File: src/rtl/fetch_queue.sv
// Instruction fetch stage: owns the fetch PC, reads 16-bit words from instruction
// memory one at a time and hands complete (optionally two-word) instructions to decode.
module fetch_queue #(
    parameter int               ADDR_W     = 16,
    parameter logic [ADDR_W-1:0] RESET_PC  = '0,
    parameter logic [5:0]       EXT_OPCODE = 6'h00
) (
    input  logic              cpu_clk,
    input  logic              cpu_rst,
    output logic              imem_req,
    output logic [ADDR_W-1:0] imem_addr,
    input  logic              imem_ack,
    input  logic [15:0]       imem_rdata,
    input  logic              redirect,
    input  logic [ADDR_W-1:0] redirect_pc,
    input  logic              ins_ready,
    output logic [15:0]       ins,
    output logic [15:0]       ext,
    output logic              ins_en,
    output logic [ADDR_W-1:0] ins_pc
);

    typedef enum logic [1:0] {IDLE, WAIT, DISCARD} state_t;

    state_t                  state;
    logic [ADDR_W-1:0]       pc;
    logic [1:0][15:0]        q_word;
    logic [1:0][ADDR_W-1:0]  q_addr;
    logic [1:0]              occ;

    logic                    head_ext;
    logic                    head_complete;
    logic                    pop;
    logic [1:0]              pop_cnt;
    logic                    push;
    logic [1:0][15:0]        nq_word;
    logic [1:0][ADDR_W-1:0]  nq_addr;
    logic [1:0]              n_occ;

    // An extension-opcode head is only issuable once its trailing word is queued.
    assign head_ext      = (q_word[0][15:10] == EXT_OPCODE);
    assign head_complete = (occ != 2'd0) && (!head_ext || occ == 2'd2);
    assign pop           = ins_ready && head_complete && !redirect;
    assign pop_cnt       = pop ? (head_ext ? 2'd2 : 2'd1) : 2'd0;
    assign push          = (state == WAIT) && imem_ack && !redirect;

    always_comb begin
        nq_word = q_word;
        nq_addr = q_addr;
        n_occ   = occ - pop_cnt;
        if (pop_cnt == 2'd1) begin
            nq_word[0] = q_word[1];
            nq_addr[0] = q_addr[1];
        end
        // A push only happens when a slot is free, so the post-pop occupancy is 0 or 1.
        if (push) begin
            nq_word[n_occ[0]] = imem_rdata;
            nq_addr[n_occ[0]] = pc;
            n_occ             = n_occ + 2'd1;
        end
        if (redirect)
            n_occ = 2'd0;
    end

    always_ff @(posedge cpu_clk) begin
        if (cpu_rst) begin
            state     <= IDLE;
            pc        <= RESET_PC;
            occ       <= 2'd0;
            q_word    <= '0;
            q_addr    <= '0;
            imem_req  <= 1'b0;
            imem_addr <= RESET_PC;
            ins       <= 16'h0000;
            ext       <= 16'h0000;
            ins_en    <= 1'b0;
            ins_pc    <= '0;
        end else begin
            q_word <= nq_word;
            q_addr <= nq_addr;
            occ    <= n_occ;
            ins_en <= pop;
            if (pop) begin
                ins    <= q_word[0];
                ext    <= head_ext ? q_word[1] : 16'h0000;
                ins_pc <= q_addr[0];
            end

            case (state)
                IDLE: begin
                    if (redirect) begin
                        pc <= redirect_pc;
                    end else if (occ != 2'd2) begin
                        imem_req  <= 1'b1;
                        imem_addr <= pc;
                        state     <= WAIT;
                    end
                end
                WAIT: begin
                    if (redirect) begin
                        imem_req <= 1'b0;
                        pc       <= redirect_pc;
                        state    <= imem_ack ? IDLE : DISCARD;
                    end else if (imem_ack) begin
                        imem_req <= 1'b0;
                        pc       <= pc + 1'b1;
                        state    <= IDLE;
                    end
                end
                DISCARD: begin
                    if (redirect)
                        pc <= redirect_pc;
                    // Memory still owes one response; swallow it before fetching again.
                    if (imem_ack)
                        state <= IDLE;
                end
                default: state <= IDLE;
            endcase
        end
    end

endmodule

File: config.mk
export PLATFORM = sky130hd
export DESIGN_NAME = fetch_queue
export DESIGN_NICKNAME = d
export VERILOG_FILES = /design/src/rtl/fetch_queue.sv
export SDC_FILE = /design/constraint.sdc
export NUM_CORES = 1
export LEC_CHECK = 0
export ABC_AREA = 1
export CORE_UTILIZATION = 49
export DETAILED_ROUTE_END_ITERATION = 7
export GPL_TIMING_DRIVEN = 0
export PLACE_DENSITY = 0.77
export SYNTH_ARGS = -nofsm -noshare
export SYNTH_HDL_FRONTEND = slang
export SYNTH_SLANG_ARGS = --single-unit
File: constraint.sdc
create_clock -name cpu_clk -period 2.5 [get_ports cpu_clk]
set_input_delay 0.5 -clock cpu_clk [delete_from_list [all_inputs] [get_ports cpu_clk]]
set_output_delay 0.5 -clock cpu_clk [all_outputs]
set_load 0.05 [all_outputs]
==> results.py <==
metrics = {
    "status": {
        "status": "complete, no violations",
    },
    "layout": {
        "utilization_pct": 64.2,
        "layout.nets": 1085,
        "diodes": 0,
        "layout.cells.non_filler": 1233,
        "syn2layout_area_growth_pct": 28.5,
        "design_area_um2": 8470,
        "drive_above_1_share_pct": 8.33,
        "nFillCells": 1222,
    },
    "timing": {
        "maxSlewHeadroom_pct": 47.1,
        "slew_violations": 0,
        "fin_crit_ps": 2320,
        "max_freq_mhz": 431,
        "layout_worst_path_cycle_share_pct": 92.9,
        "finalSetupViolCount": 0,
        "fin_skew_ps": 9.39,
        "fin_setup_tns_ps": 0,
        "hold_viol": 0,
        "final.setup.worst_slack_ps": 178,
        "worst_hold_slack_ps": 446,
        "rsz0062_at_grt": "false",
        "max_slew.worst_pin.slew_ps": 793,
    },
    "floorplan": {
        "start_util_pct": 50.0,
        "io_pins": 103,
        "die_area_um2": 13900,
        "design.core.area_um2": 13200,
        "fp.dieH_um": 118,
        "die_w_um": 118,
        "rows": 42,
    },
    "power": {
        "p_per_area_nw_per_um2": 682,
        "ir_worst_vdd_v": 0.000463,
        "power_leakage_nw": 3.50,
        "p_total_mw": 5.78,
    },
    "critical_path": {
        "worstSetupPathDepth": 11,
        "cp_slowest_stage_delay_ps": 330,
        "worstSetupPathType": "flip-flop to flip-flop",
        "cp_max_fo": 10,
        "critPathBufInv": 4,
        "end_kind": "flip-flop",
        "arrival_ps": 2680,
        "required_ps": 2850,
        "crit_path_top_delay_cell": "dfxtp_1",
        "cpLargestDelayFamily": "buffers and inverters",
        "critPathLaunchType": "flip-flop",
        "worstPathCellList": "nor2_2 -> nand4_1 -> o211ai_4 -> buf_6 -> inv_1 -> ha_1 -> inv_1 -> ha_4 -> clkbuf_2 -> o21ai_0 -> a21oi_1",
        "cp_common_cell": "inv_1",
        "reg2regPathDepth": 11,
    },
    "placement": {
        "io_buffers": 102,
        "dp_hpwl_mm": 13.2,
        "place_congestion": 0.916,
        "dpl.cell_count": 1201,
        "preCtsSetupSlack_ps": -986,
        "placed_area_um2": 7830,
    },
    "clocking": {
        "clkTransAtPathRegs_ps": 60,
        "hold_buffers": 0,
        "cts_tree": "yes",
        "cts_root_buf": "clkbuf_16",
        "clk_latency_ps": 420,
        "cts_num_sinks": 150,
        "cts_buffer_depth": 2,
        "htreeDepth": 4,
        "cts_inserted_buffers": 17,
    },
    "route": {
        "vias": 6510,
        "drtAntennaViolNets": 0,
        "drt_iter0_markers": 639,
        "wl_per_cell_um": 14.7,
        "routed_wl_mm": 18.1,
        "drcViolationCount": 0,
        "via_per_inst": 5.28,
        "drt_pass1_iterations": 5,
    },
    "grt": {
        "grt_overflow": 0,
        "gr-usage-met3_pct": 5.18,
        "grt_pass1_vias": 5955,
        "grt.total_usage_pct": 26.8,
        "grt_max_degree": 17,
        "grt_pass1_wl_mm": 29.6,
        "grt_use_met2_pct": 41.9,
        "grt_antenna_before_repair": 0,
        "busiest_layer": "met2",
        "gr-usage-met1_pct": 37.1,
    },
    "synthesis": {
        "synth_seq_cells": 150,
        "ys_seq_area_share_pct": 45.6,
        "syn_area_um2": 6590,
        "syn_nets": 963,
        "syn_inst": 923,
        "ys_warn_count": 0,
        "synth.distinct_cells": 31,
        "syn_avg_cell_area_um2": 7.14,
    },
    "hold_path": {
        "worstHoldPathType": "flip-flop to flip-flop",
        "holdPathStages": 2,
    },
    "run": {
        "drv_cap": 0,
    },
}
-- cell type report --
type | count | area [um2] | area share (%)
Multi-Input combinational cell | 619 | 2960 | 34.9
Sequential cell | 150 | 3000 | 35.5
Tap cell | 176 | 220 | 2.60
Buffer | 67 | 343 | 4.05
Clock inverter | 9 | 100 | 1.18
Clock buffer | 22 | 484 | 5.72
Timing Repair Buffer | 104 | 1040 | 12.2
Inverter | 86 | 325 | 3.84
-- worst paths after layout --
kind	from	endpoint	slack (ps)
max	q_word[12]	q_addr[28]	180
min reg2reg	imem_addr[8]	imem_addr[8]	450
max reg2reg	q_word[12]	q_addr[28]	180
min	imem_addr[8]	imem_addr[8]	450
-- layer usage --
metal	share of wire, %	vias up
li1	-	3297
met1	46	2947
met2	46	252
met3	7.1	14
met4	1.1	0
met5	0	-
-- flip-flops by register name, indices dropped and copies added, names as in the netlist --
signal     cells
imem_req       1
ins_en         1
ins           16
ext           16
q_word        32
imem_addr     16
occ            2
pc            16
q_addr        32
ins_pc        16
state          2
-- cell usage in the layout (no fill, tap or decap), types with 2 or more instances in the layout --
master and count:
dfxtp_1 150, buf_4 8, clkbuf_1 31, bufinv_16 2, o21ai_0 65, clkbuf_16 17, nor2_2 2, buf_2 21
a21oi_1 113, clkbuf_8 4, inv_2 5, nand2_1 189, clkinvlp_4 2, clkdlybuf4s50_1 102, nand2_2 3, o2111ai_1 32
nand3_1 86, clkbuf_4 2, inv_1 80, nand4_1 4, nor2_1 105, clkbuf_2 4, nor2_4 2, clkinv_2 5
o21ai_2 2, ha_1 2, buf_6 4, o21ai_1 4
-- cell usage after synthesis --
cell type  count  share of area, %
ha_1           3              0.57
buf_4          7              0.80
o211ai_2       1              0.19
o22ai_1        1             0.095
nand4_2        1              0.19
nand4_1        4              0.38
nor2_2         1             0.095
nor2_1       106               6.0
a31oi_1        1             0.095
clkinv_1       1             0.057
o21ai_0       65               4.9
a2111oi_0      1              0.13
buf_2         21               1.6
o21ai_1        4              0.30
or2_2          1             0.095
o21ai_2        2              0.27
a211oi_1       1              0.11
clkbuf_1      36               2.1
nor2_4         2              0.34
nand2_1      189                11
inv_1         80               4.6
nand3_1       86               6.5
buf_6          3              0.51
o21a_1         1              0.11
clkbuf_2       1             0.076
nand2_2        3              0.28
a21oi_1      113               8.6
dfxtp_1      150                46
o2111ai_1     32               4.3
inv_2          5              0.28
o211ai_1       1              0.11
-- worst min-delay path: cells and delay by family (launching register included) --
kind / cells / cell delay, ps
buf+inv: 1 / 40
compound gates: 1 / 50
flops: 1 / 310
-- logic make-up after synthesis --
family	Yosys count	share of synthesized area, %
buf+inv	154	9.93
compound gates	223	19.2
simple gates	393	24.7
flops	150	45.6
fa+ha+maj	3	0.570
-- power breakdown --
| group | internal [mW] | total [mW] | leakage [nW] | switching, mW |
|---|---|---|---|---|
| combinational | 0.240 | 0.693 | 2.00 | 0.452 |
| sequential | 2.48 | 2.56 | 1.22 | 0.0799 |
| clock | 1.56 | 2.53 | 0.288 | 0.966 |
| total | 4.28 | 5.78 | 3.50 | 1.50 |
-- what timing repair did --
item	CTS	global route
endpoints found under the setup margin	32	27
cloned	0	0
buffers inserted	2	0
pin swaps	3	1
endpoints found under the hold margin	0	0
resized for setup	8	8
Note: power is estimated with default switching activity, not from simulation.
